==> config.mk <==
export PLATFORM = sky130hd
export DESIGN_NAME = host_job_initiator
export DESIGN_NICKNAME = d
export VERILOG_FILES = /design/src/rtl/host_job_initiator_pkg.sv /design/src/rtl/host_poll_timer.sv /design/src/rtl/host_job_initiator.sv
export SDC_FILE = /design/constraint.sdc
export NUM_CORES = 1
export LEC_CHECK = 0
export BUFFER_PORTS_ARGS = -buffer_cell sky130_fd_sc_hd__buf_4
export CAP_MARGIN = 20
export CORE_ASPECT_RATIO = 0.8
export CORE_MARGIN = 10
export CORE_UTILIZATION = 51
export DETAILED_ROUTE_END_ITERATION = 6
export PLACE_DENSITY = 0.9
export RECOVER_POWER = 25
export SLEW_MARGIN = 10
export SYNTH_ARGS = -nofsm -noshare
export SYNTH_HDL_FRONTEND = slang
export SYNTH_SLANG_ARGS = --single-unit
==> constraint.sdc <==
create_clock -name clk -period 3.7 [get_ports clk]
set_input_delay 0.37 -clock clk [delete_from_list [all_inputs] [get_ports clk]]
set_output_delay 0.37 -clock clk [all_outputs]
set_load 0.05 [all_outputs]
==> src/rtl/host_job_initiator_pkg.sv <==
// Shared constants for the host job initiator: FSM state encoding, default widths and the
// shared-memory job protocol addresses/bits agreed with the main controller.
package host_job_initiator_pkg;

   localparam int unsigned DEFAULT_WORD_SIZE         = 32;
   localparam int unsigned DEFAULT_ADDRESS_WIDTH     = 10;
   localparam int unsigned DEFAULT_CONFIG_ADDRESS    = 0;
   localparam int unsigned DEFAULT_STATUS_ADDRESS    = 1;
   localparam int unsigned DEFAULT_DATA_BASE_ADDRESS = 2;
   localparam int unsigned DEFAULT_STATUS_DONE_BIT   = 0;

   localparam logic [2:0] StIdle        = 3'd0;
   localparam logic [2:0] StLoad        = 3'd1;
   localparam logic [2:0] StClearStatus = 3'd2;
   localparam logic [2:0] StWriteConfig = 3'd3;
   localparam logic [2:0] StPollWait    = 3'd4;
   localparam logic [2:0] StPollRead    = 3'd5;
   localparam logic [2:0] StPollCapture = 3'd6;
   localparam logic [2:0] StDone        = 3'd7;

   function automatic logic is_polling(input logic [2:0] state);
      return (state == StPollWait) || (state == StPollRead) || (state == StPollCapture);
   endfunction

endpackage

==> src/rtl/host_poll_timer.sv <==
// Poll interval and poll timeout down-counters. The timeout counter exists only when
// HOST_POLL_TIMEOUT_EN is defined; otherwise it never expires.
module host_poll_timer #(
   parameter int unsigned POLL_INTERVAL  = 16,
   parameter int unsigned TIMEOUT_CYCLES = 65535
) (
   input  logic clk,
   input  logic reset,
   input  logic i_Interval_Load,
   input  logic i_Interval_Run,
   output logic o_Interval_Expire,
   input  logic i_Timeout_Load,
   input  logic i_Timeout_Run,
   output logic o_Timeout_Expire
);

   localparam int unsigned IntervalWidth = $clog2(POLL_INTERVAL + 1);

   logic [IntervalWidth-1:0] interval_q, interval_d;

   // Loaded with N-1 so the wait lasts exactly N running cycles.
   always_comb begin
      interval_d = interval_q;
      if (i_Interval_Load) begin
         interval_d = IntervalWidth'(POLL_INTERVAL - 1);
      end else if (i_Interval_Run && (interval_q != '0)) begin
         interval_d = interval_q - 1'b1;
      end
   end

   assign o_Interval_Expire = i_Interval_Run && (interval_q == '0);

   always_ff @(posedge clk) begin
      if (reset) begin
         interval_q <= '0;
      end else begin
         interval_q <= interval_d;
      end
   end

`ifdef HOST_POLL_TIMEOUT_EN
   localparam int unsigned TimeoutWidth = $clog2(TIMEOUT_CYCLES + 1);

   logic [TimeoutWidth-1:0] timeout_q, timeout_d;

   always_comb begin
      timeout_d = timeout_q;
      if (i_Timeout_Load) begin
         timeout_d = TimeoutWidth'(TIMEOUT_CYCLES - 1);
      end else if (i_Timeout_Run && (timeout_q != '0)) begin
         timeout_d = timeout_q - 1'b1;
      end
   end

   assign o_Timeout_Expire = i_Timeout_Run && (timeout_q == '0);

   always_ff @(posedge clk) begin
      if (reset) begin
         timeout_q <= '0;
      end else begin
         timeout_q <= timeout_d;
      end
   end
`else
   logic unused_timeout;
   assign unused_timeout   = i_Timeout_Load ^ i_Timeout_Run ^ (TIMEOUT_CYCLES == 0);
   assign o_Timeout_Expire = 1'b0;
`endif

endmodule

==> src/rtl/host_job_initiator.sv <==
// Host job initiator: streams operands to shared memory, clears status, writes config to launch,
// then polls status until done. HOST_POLL_TIMEOUT_EN enables a bounded poll budget.
module host_job_initiator
   import host_job_initiator_pkg::*;
#(
   parameter int unsigned WORD_SIZE         = DEFAULT_WORD_SIZE,
   parameter int unsigned ADDRESS_WIDTH     = DEFAULT_ADDRESS_WIDTH,
   parameter int unsigned CONFIG_ADDRESS    = DEFAULT_CONFIG_ADDRESS,
   parameter int unsigned STATUS_ADDRESS    = DEFAULT_STATUS_ADDRESS,
   parameter int unsigned DATA_BASE_ADDRESS = DEFAULT_DATA_BASE_ADDRESS,
   parameter int unsigned STATUS_DONE_BIT   = DEFAULT_STATUS_DONE_BIT,
   parameter int unsigned POLL_INTERVAL     = 16,
   parameter int unsigned TIMEOUT_CYCLES    = 65535
) (
   input  logic                     clk,
   input  logic                     reset,
   input  logic                     i_Start,
   input  logic [WORD_SIZE-1:0]     i_Config,
   input  logic [ADDRESS_WIDTH-1:0] i_Word_Count,
   input  logic                     i_Load_Valid,
   input  logic [WORD_SIZE-1:0]     i_Load_Data,
   output logic                     o_Load_Ready,
   output logic                     o_Request,
   input  logic                     i_Grant,
   output logic [ADDRESS_WIDTH-1:0] o_Memory_Address,
   output logic [WORD_SIZE-1:0]     o_Memory_Write_Data,
   output logic                     o_Memory_Write_Enable,
   output logic                     o_Memory_Read_Enable,
   input  logic [WORD_SIZE-1:0]     i_Memory_Read_Data,
   output logic                     o_Busy,
   output logic                     o_Done,
   output logic [WORD_SIZE-1:0]     o_Status,
   output logic                     o_Timeout
);

   logic [2:0]               state_q, state_d;
   logic [WORD_SIZE-1:0]     config_q, config_d;
   logic [WORD_SIZE-1:0]     status_q, status_d;
   logic [ADDRESS_WIDTH-1:0] count_q, count_d;
   logic [ADDRESS_WIDTH-1:0] index_q, index_d;
   logic                     timeout_q, timeout_d;
   logic                     interval_load, interval_expire;
   logic                     timeout_load, timeout_expire;
   logic                     done_bit;

   assign done_bit = i_Memory_Read_Data[STATUS_DONE_BIT];

   host_poll_timer #(
      .POLL_INTERVAL  (POLL_INTERVAL),
      .TIMEOUT_CYCLES (TIMEOUT_CYCLES)
   ) u_poll_timer (
      .clk               (clk),
      .reset             (reset),
      .i_Interval_Load   (interval_load),
      .i_Interval_Run    (state_q == StPollWait),
      .o_Interval_Expire (interval_expire),
      .i_Timeout_Load    (timeout_load),
      .i_Timeout_Run     (is_polling(state_q)),
      .o_Timeout_Expire  (timeout_expire)
   );

   always_comb begin
      state_d               = state_q;
      config_d              = config_q;
      count_d               = count_q;
      index_d               = index_q;
      status_d              = status_q;
      timeout_d             = timeout_q;
      interval_load         = 1'b0;
      timeout_load          = 1'b0;
      o_Request             = 1'b0;
      o_Load_Ready          = 1'b0;
      o_Memory_Address      = '0;
      o_Memory_Write_Data   = '0;
      o_Memory_Write_Enable = 1'b0;
      o_Memory_Read_Enable  = 1'b0;

      case (state_q)
         StIdle, StDone: begin
            if (i_Start) begin
               config_d  = i_Config;
               count_d   = i_Word_Count;
               index_d   = '0;
               timeout_d = 1'b0;
               state_d   = (i_Word_Count != '0) ? StLoad : StClearStatus;
            end
         end
         StLoad: begin
            o_Request    = 1'b1;
            o_Load_Ready = i_Grant;
            if (i_Grant) begin
               o_Memory_Address = ADDRESS_WIDTH'(DATA_BASE_ADDRESS) + index_q;
               if (i_Load_Valid) begin
                  o_Memory_Write_Enable = 1'b1;
                  o_Memory_Write_Data   = i_Load_Data;
                  index_d               = index_q + 1'b1;
                  if (index_q == count_q - 1'b1) state_d = StClearStatus;
               end
            end
         end
         StClearStatus: begin
            o_Request = 1'b1;
            if (i_Grant) begin
               o_Memory_Address      = ADDRESS_WIDTH'(STATUS_ADDRESS);
               o_Memory_Write_Enable = 1'b1;
               state_d               = StWriteConfig;
            end
         end
         StWriteConfig: begin
            o_Request = 1'b1;
            if (i_Grant) begin
               o_Memory_Address      = ADDRESS_WIDTH'(CONFIG_ADDRESS);
               o_Memory_Write_Data   = config_q;
               o_Memory_Write_Enable = 1'b1;
               interval_load         = 1'b1;
               timeout_load          = 1'b1;
               state_d               = StPollWait;
            end
         end
         StPollWait: begin
            if (interval_expire) state_d = StPollRead;
         end
         StPollRead: begin
            o_Request = 1'b1;
            if (i_Grant) begin
               o_Memory_Address     = ADDRESS_WIDTH'(STATUS_ADDRESS);
               o_Memory_Read_Enable = 1'b1;
               state_d              = StPollCapture;
            end
         end
         StPollCapture: begin
            status_d = i_Memory_Read_Data;
            if (done_bit) begin
               state_d = StDone;
            end else begin
               interval_load = 1'b1;
               state_d       = StPollWait;
            end
         end
         default: state_d = StIdle;
      endcase

      // A done status captured in the same cycle takes precedence over the budget.
      if (is_polling(state_q) && timeout_expire && !(state_q == StPollCapture && done_bit)) begin
         state_d   = StDone;
         timeout_d = 1'b1;
      end
   end

   always_ff @(posedge clk) begin
      if (reset) begin
         state_q   <= StIdle;
         config_q  <= '0;
         status_q  <= '0;
         count_q   <= '0;
         index_q   <= '0;
         timeout_q <= 1'b0;
      end else begin
         state_q   <= state_d;
         config_q  <= config_d;
         status_q  <= status_d;
         count_q   <= count_d;
         index_q   <= index_d;
         timeout_q <= timeout_d;
      end
   end

   assign o_Busy    = (state_q != StIdle) && (state_q != StDone);
   assign o_Done    = (state_q == StDone);
   assign o_Status  = status_q;
   assign o_Timeout = timeout_q;

endmodule

==> qor.yml <==
run_status:
  status: "complete, no violations"
clocking:
  cts_made_buffers: 9
  clock-root-buffer: "clkbuf_8"
  clk_latency_ns: 0.37
  cts_buffer_depth: 2
  cts.sinks: 92
  cts_tree: "done"
  cts_resized: 0
  htree_levels: 3
  cts.clk_slew.worst_paths_ns: 0.09
  post_cts_buffers: 0
  ctsHoldBuffers: 0
layout:
  seqCellArea_sq_um: 1840
  syn2layout_area_growth_pct: 34.9
  nFillCells: 683
  n_antenna_cell: 0
  final_area_sq_um: 5930
  drive_gt1_share_pct: 24.9
  multi_input_area_sq_um: 2340
  nNetsFinal: 850
logic_synthesis:
  ys_top_cells_by_count: "nand2_1 (164), dfxtp_1 (92), a21oi_1 (83)"
  synthSimpleGateAreaFrac_pct: 25.3
  syn_area_per_cell_sq_um: 7.68
  synth-compound-area-share_pct: 19.7
  synth_fa_ha_area_share_pct: 1.14
  synth_area_leaders: "dfxtp_1 (42%), nand2_1 (14%), a21oi_1 (9.5%)"
  synthFlopType: "dfxtp_1"
  syn_nets: 687
  synth_edf_count: 0
  yosysMostFrequentCell: "nand2_1"
  ys_ff_latch: 92
  synth_top_family_by_area: "simple AND/OR/NAND/NOR gates"
  synth.distinct_cells: 48
  yosysSeqAreaShare_pct: 41.9
  async_reset_ff_share_pct: 0
  synth_xor_area_share_pct: 5.38
  yosysWarnings: 0
  yosysTopAreaCellShare_pct: 41.9
  synth_cells: 572
  syn_area_sq_um: 4400
  synth_top_cell_by_area: "dfxtp_1"
  synthMuxAreaShare_pct: 1.51
power_and_ir_drop:
  p_int_mw: 1.80
  p_clk_share_pct: 27.4
  ir_drop_mv: 0.385
  netSwitchingFraction_pct: 35.6
  cellLeakagePower_nw: 2.49
  p_comb_share_pct: 30.5
  power_density_nw_per_um2: 472
  pwr-share-seq_pct: 42.1
  p_switching_uw: 995
worst_setup_path:
  worstPathMaxFanout: 35
  cp-end-kind: "output pin"
  worstSetupPathType: "reg -> out"
  cpMaxStageDelayCell: "dfxtp_1"
  cp_common_cell: "buf_4"
  critPathMaxStageDelay_ns: 0.67
  worstPathCellList: "nor2b_1 > nand3_1 > inv_1 > and2_1 > buf_4 > a22o_1 > buf_4"
  arrival_ns: 2.70
  critical_path.top_delay_family: "buffers and inverters"
  critPathBufInv: 3
  worstPathRequired_ns: 3.33
  critPathLaunchType: "flop"
die:
  io_pins: 192
  coreArea_sq_um: 8450
  die_area_sq_um: 12800
  start_util_pct: 52.0
  die_height_um: 103
  die_w_um: 124
  rows: 30
place:
  hpwl_um: 10900
  portBuffers: 190
  place_area_sq_um: 5840
  finalWeightedCongestion: 0.933
  pre_cts_ws_ns: 1.10
drt:
  wl_um: 14200
  wl_per_cell_um: 16.7
  vias: 4603
  first_pass_iters: 5
  drc: 0
  antenna_left: 0
  first_iter_violations: 308
  vias_per_cell: 5.40
sta:
  finalSetupViolations: 0
  period_share_pct: 83.0
  fin_hold_ws_ns: 0.234
  finalSetupTns_ns: 0
  min_period_ns: 3.07
  finalHoldViolCount: 0
  max_freq_mhz: 326
  tightest_slew_ns: 1.30
  final.setup.worst_slack_ns: 0.631
  fin_skew_ns: 0.00681
  slew_headroom_pct: 13.6
  grt_setup_unrepaired: "false"
  drv_slew: 0
global_route:
  grtUsageTotal_pct: 21.3
  first_global_vias: 4527
  grt_pass1_wl_um: 21700
  antenna_found_initial: 0
  grt-ovfl-total: 0
  grt_max_degree: 94
job:
  max_cap_violations: 0
min_path:
  min_path_type: "in -> reg"
==> sequential cells by signal (all words and copies together), names as in the netlist <==
name	flops
o_Status	32
index_q	10
count_q	10
config_q	32
u_poll_timer.interval_q	5
state_q	3
==> layer usage <==
metal / global-route usage [%] / vias to the layer above / routed length, um
li1: - / 2272 / -
met1: 23.9 / 2102 / 5350
met2: 33.9 / 200 / 6800
met3: 10.5 / 29 / 1750
met4: 8.58 / 0 / 318
met5: 0 / - / 0
==> path summary, 6_finish.rpt <==
kind,cells past startpoint,endpoint,slack [ns],start
worst min register to register,2,o_Status[3]$_SDFFE_PP0N_,0.46,o_Status[3]$_SDFFE_PP0N_
worst max-delay path,7,o_Memory_Write_Data[4],0.63,state_q[0]$_SDFFE_PP0P_
worst min-delay path,3,config_q[9]$_SDFFE_PP0P_,0.23,i_Config[9]
worst max register to register,5,o_Status[27]$_SDFFE_PP0N_,1.20,state_q[2]$_SDFFE_PP0P_
==> area by class of cell <==
cell class | instances | share of cell area, %
Clock buffer | 10 | 2.15
Clock inverter | 6 | 1.58
Inverter | 11 | 0.696
Multi-Input combinational cell | 425 | 39.4
Sequential cell | 92 | 31.1
Tap cell | 112 | 2.36
Timing Repair Buffer | 196 | 22.7
==> cells by family after synthesis <==
family | Yosys count
flip-flops | 92
other | 1
AND/OR/NAND/NOR | 251
adder cells (fa/ha/maj) | 4
AO/OA/AOI/OAI | 136
XOR/XNOR | 27
multiplexers | 6
buffers and inverters | 55
==> tightest hold or removal path, cell delays in order <==
cell and delay [ns]:
buf_4 0.11, nand2_1 0.04, a21oi_1 0.05
==> per-stage QoR <==
step / power [mW] / util, % / cells
detailed placement: 2.05 / 69.1 / 836
floorplan: 1.77 / - / 572
global placement: 2.01 / 69.1 / 836
finish: 2.80 / 70.2 / 852
CTS: 2.81 / 71.7 / 852
global route: 2.95 / 70.2 / 852
==> power groups by stage <==
stage	registers, mW	clock network (mW)	logic, mW
after floorplan	1.16	0	0.618
after global placement	1.19	0	0.820
after detailed placement	1.20	0	0.848
after CTS	1.18	0.780	0.851
after global routing	1.19	0.824	0.933
final	1.18	0.767	0.853
==> placed cells by master (no fill, tap or decap), drive strengths merged, types with 2 or more instances in the layout <==
master,instances
ha,4
nand3,11
and4,3
bufinv,2
nor4,4
mux2i,4
nor2b,4
a22oi,2
a21oi,83
buf,163
clkbuf,43
nor3,14
nor3b,4
nand4,7
o22ai,2
mux2,2
inv,14
nand2,164
a22o,32
xnor2,8
xor2,19
a31oi,3
o211ai,3
dfxtp,92
and3,4
nand2b,5
and2,6
nor2,21
(Power assumes the default switching activity.)
